<file path="config.mk">
export PLATFORM = sky130hd
export DESIGN_NAME = afe_init_seq
export DESIGN_NICKNAME = d
export VERILOG_FILES = /design/src/rtl/afe_init_pkg.sv /design/src/rtl/coil_pulse_timer.sv /design/src/rtl/afe_init_seq.sv
export SDC_FILE = /design/constraint.sdc
export NUM_CORES = 1
export LEC_CHECK = 0
export ABC_AREA = 1
export BUFFER_PORTS_ARGS = -buffer_cell sky130_fd_sc_hd__buf_4
export CORE_MARGIN = 1.5
export CORE_UTILIZATION = 51
export DETAILED_ROUTE_END_ITERATION = 8
export PLACE_DENSITY = 0.77
export SYNTH_ARGS = -nofsm -noshare
export SYNTH_HDL_FRONTEND = slang
export SYNTH_HIERARCHICAL = 1
export SYNTH_SLANG_ARGS = --single-unit
export TNS_END_PERCENT = 50
</file>
<file path="constraint.sdc">
create_clock -name clk -period 6.7 [get_ports clk]
set_input_delay 1.34 -clock clk [delete_from_list [all_inputs] [get_ports clk]]
set_output_delay 1.34 -clock clk [all_outputs]
set_load 0.01 [all_outputs]
</file>
<file path="src/rtl/afe_init_pkg.sv">
// Shared types and coil drive helpers for the AFE power-up / re-init sequencer.
package afe_init_pkg;

    // Sequencer states
    typedef enum logic [3:0] {
        S_IDLE,
        S_OFF_DRV,
        S_OFF_WAIT,
        S_ON_DRV,
        S_ON_WAIT,
        S_RELEASE,
        S_SPI_REQ,
        S_SPI_WAIT,
        S_SPI_GAP,
        S_FIN
    } afe_state_t;

    // Coil codes as {h, l}; both sides are active-low
    localparam logic [1:0] COIL_IDLE = 2'b11;
    localparam logic [1:0] COIL_OFF  = 2'b01;
    localparam logic [1:0] COIL_ON   = 2'b10;

    // Active-phase drive for one relay; inv swaps h and l for common-switch parts
    function automatic logic [1:0] drive(input logic on, input logic inv);
        logic [1:0] w_code;
        w_code = on ? COIL_ON : COIL_OFF;
        return inv ? {w_code[0], w_code[1]} : w_code;
    endfunction

endpackage

</file>
<file path="src/rtl/coil_pulse_timer.sv">
// Coil pulse length timer shared by the off and on relay phases.
// The load cycle counts as the first drive cycle; o_expired marks the last one.
module coil_pulse_timer
    import afe_init_pkg::*;
#(
    parameter int unsigned PULSE_CYC = 10000,
    parameter int unsigned CNT_W     = 14
) (
    input  logic i_clk,
    input  logic i_rst,
    input  logic i_load,
    input  logic i_count,
    output logic o_expired
);

    localparam logic [CNT_W-1:0] LAST = CNT_W'(PULSE_CYC - 1);
    localparam logic [CNT_W-1:0] ONE  = CNT_W'(1);

    logic [CNT_W-1:0] r_cnt;

    // Saturating drive-cycle counter
    always_ff @(posedge i_clk) begin
        if (i_rst) begin
            r_cnt <= '0;
        end else if (i_load) begin
            r_cnt <= ONE;
        end else if (i_count && (r_cnt < LAST)) begin
            r_cnt <= r_cnt + ONE;
        end
    end

    assign o_expired = (r_cnt >= LAST);

endmodule

</file>
<file path="src/rtl/afe_init_seq.sv">
// AFE power-up / re-init sequencer: pulses relay coils off then masked-on,
// then streams register words to the external SPI master.
module afe_init_seq
    import afe_init_pkg::*;
#(
    parameter int unsigned         N_RELAY    = 5,
    parameter logic [N_RELAY-1:0]  INV_MASK   = 5'b10000,
    parameter int unsigned         PULSE_CYC  = 10000,
    parameter int unsigned         N_SPI      = 4,
    parameter int unsigned         SPI_W      = 24,
    parameter int unsigned         GAP_CYC    = 8,
    parameter bit                  AUTO_START = 1'b1
) (
    input  logic                         clk,
    input  logic                         rst,
    input  logic                         locked,
    input  logic                         start,
    input  logic [N_RELAY-1:0]           on_mask,
    input  logic [N_SPI*SPI_W-1:0]       spi_words,
    input  logic [$clog2(N_SPI+1)-1:0]   spi_count,
    output logic [N_RELAY-1:0]           relay_h,
    output logic [N_RELAY-1:0]           relay_l,
    output logic                         spi_act,
    output logic [SPI_W-1:0]             spi_tx_data,
    input  logic                         spi_done,
    output logic                         busy,
    output logic                         done
);

    localparam int unsigned       CNT_W    = $clog2(PULSE_CYC + GAP_CYC + 1);
    localparam int unsigned       IDX_W    = $clog2(N_SPI + 1);
    localparam logic [IDX_W-1:0]  IDX_MAX  = IDX_W'(N_SPI);
    localparam logic [IDX_W-1:0]  IDX_ONE  = IDX_W'(1);
    localparam logic [CNT_W-1:0]  GAP_LAST = CNT_W'(GAP_CYC);
    localparam logic [CNT_W-1:0]  CNT_ONE  = CNT_W'(1);

    afe_state_t        r_state;
    afe_state_t        w_next;
    logic              r_armed;
    logic [N_RELAY-1:0] r_mask;
    logic [SPI_W-1:0]  r_words [N_SPI];
    logic [IDX_W-1:0]  r_count;
    logic [IDX_W-1:0]  r_idx;
    logic [CNT_W-1:0]  r_gap;
    logic [SPI_W-1:0]  r_tx;

    logic              w_trigger;
    logic              w_pulse_expired;
    logic              w_tmr_load;
    logic              w_tmr_count;
    logic              w_last_word;
    logic              w_gap_done;
    logic [IDX_W-1:0]  w_count_clamped;
    logic [IDX_W-1:0]  w_tx_idx;
    logic [SPI_W-1:0]  w_tx_word;
    logic [1:0]        w_code;

    assign w_trigger       = (r_state == S_IDLE) && (start || (r_armed && locked));
    assign w_tmr_load      = (r_state == S_OFF_DRV) || (r_state == S_ON_DRV);
    assign w_tmr_count     = (r_state == S_OFF_WAIT) || (r_state == S_ON_WAIT);
    assign w_last_word     = ((r_idx + IDX_ONE) == r_count);
    assign w_gap_done      = (r_gap >= GAP_LAST);
    assign w_count_clamped = (spi_count > IDX_MAX) ? IDX_MAX : spi_count;

    coil_pulse_timer #(
        .PULSE_CYC (PULSE_CYC),
        .CNT_W     (CNT_W)
    ) u_coil_timer (
        .i_clk     (clk),
        .i_rst     (rst),
        .i_load    (w_tmr_load),
        .i_count   (w_tmr_count),
        .o_expired (w_pulse_expired)
    );

    // State register
    always_ff @(posedge clk) begin
        if (rst) begin
            r_state <= S_IDLE;
        end else begin
            r_state <= w_next;
        end
    end

    // Next-state logic; single-cycle pulses skip the wait states entirely
    always_comb begin
        w_next = r_state;
        case (r_state)
            S_IDLE:     if (w_trigger) w_next = S_OFF_DRV;
            S_OFF_DRV:  w_next = (PULSE_CYC <= 1) ? S_ON_DRV : S_OFF_WAIT;
            S_OFF_WAIT: if (w_pulse_expired) w_next = S_ON_DRV;
            S_ON_DRV:   w_next = (PULSE_CYC <= 1) ? S_RELEASE : S_ON_WAIT;
            S_ON_WAIT:  if (w_pulse_expired) w_next = S_RELEASE;
            S_RELEASE:  w_next = (r_count == '0) ? S_FIN : S_SPI_REQ;
            S_SPI_REQ:  w_next = S_SPI_WAIT;
            S_SPI_WAIT: begin
                if (spi_done) begin
                    if (w_last_word)       w_next = S_FIN;
                    else if (GAP_CYC == 0) w_next = S_SPI_REQ;
                    else                   w_next = S_SPI_GAP;
                end
            end
            S_SPI_GAP:  if (w_gap_done) w_next = S_SPI_REQ;
            S_FIN:      w_next = S_IDLE;
            default:    w_next = S_IDLE;
        endcase
    end

    // Trigger-time capture of the sequence configuration and auto-start arming
    always_ff @(posedge clk) begin
        if (rst) begin
            r_armed <= AUTO_START;
            r_mask  <= '0;
            r_count <= '0;
            for (int unsigned i = 0; i < N_SPI; i++) begin
                r_words[i] <= '0;
            end
        end else if (w_trigger) begin
            r_armed <= 1'b0;
            r_mask  <= on_mask;
            r_count <= w_count_clamped;
            for (int unsigned i = 0; i < N_SPI; i++) begin
                r_words[i] <= spi_words[i*SPI_W +: SPI_W];
            end
        end
    end

    // Word index and inter-word gap counters
    always_ff @(posedge clk) begin
        if (rst) begin
            r_idx <= '0;
            r_gap <= '0;
        end else begin
            if (r_state == S_RELEASE) begin
                r_idx <= '0;
            end else if ((r_state == S_SPI_WAIT) && spi_done) begin
                r_idx <= r_idx + IDX_ONE;
            end
            if (r_state == S_SPI_WAIT) begin
                r_gap <= CNT_ONE;
            end else if ((r_state == S_SPI_GAP) && !w_gap_done) begin
                r_gap <= r_gap + CNT_ONE;
            end
        end
    end

    // Index of the word about to be requested; a zero-gap hop from SPI_WAIT
    // arrives before r_idx has advanced, so look one word ahead there
    always_comb begin
        w_tx_idx = r_idx;
        if (r_state == S_RELEASE) begin
            w_tx_idx = '0;
        end else if (r_state == S_SPI_WAIT) begin
            w_tx_idx = r_idx + IDX_ONE;
        end
        w_tx_word = '0;
        for (int unsigned i = 0; i < N_SPI; i++) begin
            if (IDX_W'(i) == w_tx_idx) w_tx_word = r_words[i];
        end
    end

    // Transmit word register, loaded on entry to SPI_REQ and held through the transfer
    always_ff @(posedge clk) begin
        if (rst) begin
            r_tx <= '0;
        end else if ((w_next == S_SPI_REQ) && (r_state != S_SPI_REQ)) begin
            r_tx <= w_tx_word;
        end
    end

    // Moore outputs decoded from the current state
    always_comb begin
        relay_h = '1;
        relay_l = '1;
        w_code  = COIL_IDLE;
        for (int unsigned k = 0; k < N_RELAY; k++) begin
            w_code = COIL_IDLE;
            case (r_state)
                S_OFF_DRV, S_OFF_WAIT: w_code = drive(1'b0, INV_MASK[k]);
                S_ON_DRV, S_ON_WAIT:   if (r_mask[k]) w_code = drive(1'b1, INV_MASK[k]);
                default:               w_code = COIL_IDLE;
            endcase
            relay_h[k] = w_code[1];
            relay_l[k] = w_code[0];
        end
        spi_act = (r_state == S_SPI_REQ);
        busy    = (r_state != S_IDLE) && (r_state != S_FIN);
        done    = (r_state == S_FIN);
    end

    assign spi_tx_data = r_tx;

endmodule

</file>
==> results.json, run 1 <==
{
  "final_cell_area_mm2": 0.009716,
  "initialDrtViolationCount": 484,
  "die_area_mm2": 0.01638,
  "fin_cells": 1325,
  "viasPerCell": 4.940,
  "nNetsFinal": 1237,
  "grt_util_all_layers_pct": 22.70,
  "rsz0062_at_grt": "false",
  "p_sw_share_pct": 25.62,
  "worstSkewPairLatency_ps": 420,
  "post-route-period-util_pct": 52.88,
  "cap_violations": 0,
  "drt_wl_total_um": 17630,
  "synth_edf_count": 96,
  "criticalPathCategory": "primary input to register",
  "synth.top_cell.area_share_pct": 36.18,
  "required_ps": 6750,
  "gr-total-overflow": 0,
  "grt_max_degree": 100,
  "h-tree-depth": 4,
  "drtPass1Iterations": 5,
  "dieHeight_um": 128.0,
  "final_cell_mix": "inv_1 (228), nor2_1 (184), nand2_1 (170)",
  "mappedNetlistNets": 1113,
  "postCtsSetupBuffers": 0,
  "cts_hold_buf": 0,
  "clk_path_buf_depth": 2,
  "synth_area_leaders": "edfxtp_1 (36%), dfxtp_1 (17%), inv_1 (11%), nor2_1 (8.7%), nand2_1 (8.1%)",
  "final_common_cell": "inv_1",
  "comb_power_share_pct": 14.8,
  "yosysSeqAreaShare_pct": 53.27,
  "rows": 45,
  "p_clk_share_pct": 37.1,
  "min_path_type": "register to register",
  "grt_pass1_wl_um": 29120,
  "synth_top_area_cell": "edfxtp_1",
  "setup_viol_count_final": 0,
  "drcViolationCount": 0,
  "period_minus_slack_ps": 3543,
  "io-pin-count": 146,
  "dp.cells": 1293,
  "io_buffers": 145,
  "vias": 6546,
  "r2r-end": "spi_tx_data[16]$_SDFFE_PP0P_",
  "critPathLaunchType": "primary input",
  "place_ws_ps": 2718,
  "cp_max_fo": 77,
  "antenna_found_initial": 0,
  "async_reset_ff_share_pct": 0,
  "p_int_uw": 2023,
  "fin_setup_tns_ps": 0,
  "relSlewSlack_pct": 23.33,
  "grt_pass1_vias": 6270,
  "cts_resized": 0,
  "crit_end": "r_words[1][20]$_SDFFCE_PN0P_",
  "crit_arrival_ps": 3590,
  "r2r_start": "r_state[2]$_SDFF_PP0_",
  "antenna_left": 0,
  "end_kind": "register",
  "worst-slew-pin-transition_ps": 1147,
  "yosysWarnings": 6,
  "gp_congestion": 0.8508,
  "synth.distinct_cells": 37,
  "drv_slew": 0,
  "root_buffer": "clkbuf_16",
  "reg2reg_setup_slack_ps": 3490,
  "core_area_mm2": 0.01520,
  "p_per_area_mw_per_mm2": 279.9,
  "skew_ps": 7.546,
  "layout-drive-gt1-share_pct": 19.00,
  "cts_tree": "done",
  "syn_to_final_growth_pct": 21.94,
  "final_hold_viol_count": 0,
  "reg2reg_depth": 11,
  "syn-cell-area_mm2": 0.007968,
  "wl_per_cell_um": 13.31,
  "status": "finished, final reports clean",
  "start_util_pct": 52.41,
  "p_leak_uw": 0.004687,
  "max_freq_ghz": 0.2823,
  "die_x_um": 128.0,
  "synth_cells": 1000,
  "synth-main-ff-cell": "edfxtp_1",
  "cts_sinks": 164,
  "dp_hpwl_um": 12080,
  "crit_start": "rst",
  "syn_avg_cell_area_um2": 7.968,
  "setup_ws_ps": 3157,
  "ir_drop_mv": 0.2126,
  "power.total_uw": 2720,
  "cts_buffers": 17,
  "power_frac_seq_pct": 48.1,
  "antennaDiodeCount": 0,
  "synth_seq_cells": 164,
  "clkTransAtPathRegs_ps": 60,
  "placedInstanceArea_mm2": 0.009101,
  "switchingPower_uw": 696.8
}
## layer usage
| layer | track usage, % | share of wire [%] |
|---|---|---|
| met1 | 29.65 | 43 |
| met2 | 37.60 | 48 |
| met3 | 5.092 | 7.1 |
| met4 | 7.403 | 1.7 |
| met5 | 0 | 0 |
## cell usage after synthesis, types with 3 or more instances
cell type  count
inv_1        228
nor2_1       184
nand2_1      171
edfxtp_1      96
dfxtp_1       68
nand4_1       53
nand3_1       41
a21oi_1       38
clkbuf_1      19
o21ai_0       13
a21oi_2       10
buf_2         10
buf_4          7
nand2_2        7
nor2_2         6
nand3_2        5
nor3_1         5
ha_1           4
inv_2          4
xnor2_1        4
a211oi_1       3
buf_1          3
nor2_4         3
o22ai_1        3
xor2_1         3
## power by group through the flow
stage	logic (µW)	clock network, µW	registers, µW
5_1_grt	455	1070	1320
6_report	403	1010	1310
2_1_floorplan	264	0	1330
3_5_place_dp	402	0	1330
3_3_place_gp	393	0	1320
4_1_cts	405	1020	1310
## per-stage QoR
step	utilization (%)	hold slack (ps)
after CTS	63.91	426.5
after global routing	63.91	450.5
after floorplan	-	408.0
final	63.91	425.1
after global placement	59.87	415.0
after detailed placement	59.87	416.7
## flip-flops by register name, indices dropped and copies added (netlist names)
name                cells
r_gap                  14
r_armed                 1
r_state                 4
r_words                96
u_coil_timer/r_cnt     14
r_idx                   3
spi_tx_data            24
r_mask                  5
r_count                 3
## worst min path at each step
stage	startpoint	end	slack [ps]	depth (start not counted)
6_report	r_gap[5]$_SDFFE_PP0P_	r_gap[5]$_SDFFE_PP0P_	430	2
5_1_grt	r_gap[5]$_SDFFE_PP0P_	r_gap[5]$_SDFFE_PP0P_	450	2
4_1_cts	r_gap[5]$_SDFFE_PP0P_	r_gap[5]$_SDFFE_PP0P_	430	2
3_5_place_dp	r_gap[5]$_SDFFE_PP0P_	r_gap[5]$_SDFFE_PP0P_	420	2
3_3_place_gp	r_gap[6]$_SDFFE_PP0P_	r_gap[6]$_SDFFE_PP0P_	420	2
2_1_floorplan	r_gap[5]$_SDFFE_PP0P_	r_gap[5]$_SDFFE_PP0P_	410	2
## worst max-delay path, stage by stage
cell and delay (ps):
buf_4 260, clkinv_1 510, o21ai_4 540, buf_4 860
## layout make-up
type                    instances  area (µm²)
clock buffers                  20       436.7
repair buffers                146        1096
clock inverters                12       177.7
multi-input cells             561        2646
inverters                     234       879.6
well taps                     188       235.2
fillers                      1305        5487
flip-flops and latches        164        4244
## logic make-up after synthesis
family / Yosys count / share of synthesized area [%]
flip-flops: 164 / 53.27
buffers and inverters: 275 / 13.76
adder cells (fa/ha/maj): 4 / 0.6282
AND/OR/NAND/NOR: 480 / 26.46
XOR/XNOR: 7 / 0.7695
AO/OA/AOI/OAI: 70 / 5.119
Power figures use the tool's default switching activity.
==> run 2, diff against run 1 <==
Clock period 6.7 ns to 3 ns, I/O delays scaled along.
==> run 2 against run 1 <==
Clock skew is 7.6 ps higher; global-route usage down 0.47 points; critical path type is now register to register; final area up 0.71%; critical path depth increased by 14; total power rose by 120%; non-clock buffer count increased by 12; setup slack worse by 2800 ps; clock power grew 100%; via count barely moved; sequential share of layout area is 0.31 points lower; die area is the same.
==> results.json, run 2 (synthesis gave the netlist of run 1 again) <==
{
  "core_area_mm2": 0.01520,
  "cp_max_fo": 21,
  "hold_depth": 3,
  "status": "finished, final reports clean",
  "p_leak_uw": 0.004736,
  "io_buffers": 145,
  "post-route-period-util_pct": 87.37,
  "drv_slew": 0,
  "placedInstanceArea_mm2": 0.009229,
  "gr-total-overflow": 0,
  "cts_tree": "done",
  "dp_hpwl_um": 12430,
  "grt_util_all_layers_pct": 22.22,
  "grt_max_degree": 51,
  "start_util_pct": 52.41,
  "clk_path_buf_depth": 2,
  "required_ps": 3320,
  "rows": 45,
  "antennaDiodeCount": 0,
  "grt_pass1_vias": 6088,
  "critPathLaunchType": "register",
  "vias": 6544,
  "worst-slew-pin-transition_ps": 933.2,
  "ir_drop_mv": 0.3795,
  "postCtsSetupBuffers": 0,
  "wl_per_cell_um": 13.19,
  "layout-drive-gt1-share_pct": 19.93,
  "skew_ps": 15.14,
  "worstSkewPairLatency_ps": 430,
  "cts_resized": 0,
  "final_cell_area_mm2": 0.009784,
  "worst_hold_slack_ps": 412.7,
  "viasPerCell": 4.895,
  "root_buffer": "clkbuf_16",
  "drtPass1Iterations": 6,
  "cts_sinks": 164,
  "p_per_area_mw_per_mm2": 605.3,
  "path_cells": "ha_1 -> nand3_2 -> nand3_1 -> nand2_2 -> nand2_1 -> inv_1 -> nand2_1 -> nand3_1 -> nand2_1 -> nor2_1 -> nand2_1 -> nor2_1 -> nand3_2 -> buf_4 -> nor2_1 -> nand2_1 -> nand2_1 -> inv_1",
  "syn_to_final_growth_pct": 22.80,
  "drcViolationCount": 0,
  "final_hold_viol_count": 0,
  "antenna_found_initial": 0,
  "h-tree-depth": 4,
  "slowest_stage": "dfxtp_1",
  "regMostFlops": "r_words",
  "reg2reg_depth": 18,
  "crit_top_cell": "nand2_1",
  "initialDrtViolationCount": 558,
  "final_common_cell": "inv_1",
  "antenna_left": 0,
  "die_area_mm2": 0.01638,
  "min_path_type": "primary input to register",
  "period_minus_slack_ps": 2621,
  "grt_pass1_wl_um": 28490,
  "largest_reg_flops": 96,
  "gp_congestion": 0.8155,
  "rsz0062_at_grt": "false",
  "die_x_um": 128.0,
  "io-pin-count": 146,
  "dieHeight_um": 128.0,
  "drt_wl_total_um": 17630,
  "clkTransAtPathRegs_ps": 60,
  "relSlewSlack_pct": 37.55,
  "fin_setup_tns_ps": 0,
  "slowest_delay_ps": 360,
  "criticalPathCategory": "register to register",
  "nNetsFinal": 1249,
  "end_kind": "register",
  "crit_arrival_ps": 2940,
  "max_freq_ghz": 0.3815,
  "cts_hold_buf": 0,
  "cts_buffers": 17,
  "final_cell_mix": "inv_1 (228), nor2_1 (184), nand2_1 (170)",
  "setup_viol_count_final": 0,
  "cap_violations": 0
}
run 2: metal layers:
layer	track usage, %	part of all wire (%)	vias up
met5	0	0	-
met4	6.808	1.6	0
met3	5.259	5.1	24
met2	36.08	47	198
met1	29.68	46	2958
li1	-	-	3364
run 2: final cells by class:
type                       instances  area (µm²)
sequential                       164        4244
clock inverter                    13       122.6
multi-input combinational        561        2646
inverter                         234       879.6
clock buffer                      19       432.9
timing repair buffer             158        1224
fill                            1301        5418
tap                              188       235.2
run 2: per-stage QoR:
stage / power [µW] / std cells / util, % / setup WS (ps)
2_1_floorplan: 3536 / 1000 / - / 192.4
3_3_place_gp: 3873 / 1305 / 60.71 / 524.1
3_5_place_dp: 3904 / 1305 / 60.71 / 477.6
4_1_cts: 5948 / 1337 / 64.36 / 400.9
5_1_grt: 6177 / 1337 / 64.36 / 231.4
6_report: 5922 / 1337 / 64.36 / 378.9
run 2: critical path: cells and delay by family, from the launching register on:
family                     cells  cell delay (ps)
and+or+nand+nor               14             1480
buffers and inverters          3              410
DFF                            1              360
adders and majority gates      1              270
run 2: final timing paths:
kind	start	end	slack (ps)
worst min-delay path	on_mask[1]	r_mask[1]$_SDFFE_PP0P_	410
worst max-delay path	u_coil_timer/r_cnt[0]$_SDFFE_PP0P_	spi_tx_data[2]$_SDFFE_PP0P_	380
worst min register to register	r_gap[7]$_SDFFE_PP0P_	r_gap[7]$_SDFFE_PP0P_	430
worst max register to register	u_coil_timer/r_cnt[0]$_SDFFE_PP0P_	spi_tx_data[2]$_SDFFE_PP0P_	380
run 2: power breakdown:
group	internal, µW	switching (µW)
logic	355	590
clock network	1150	906
registers	2800	118
total	4310	1610
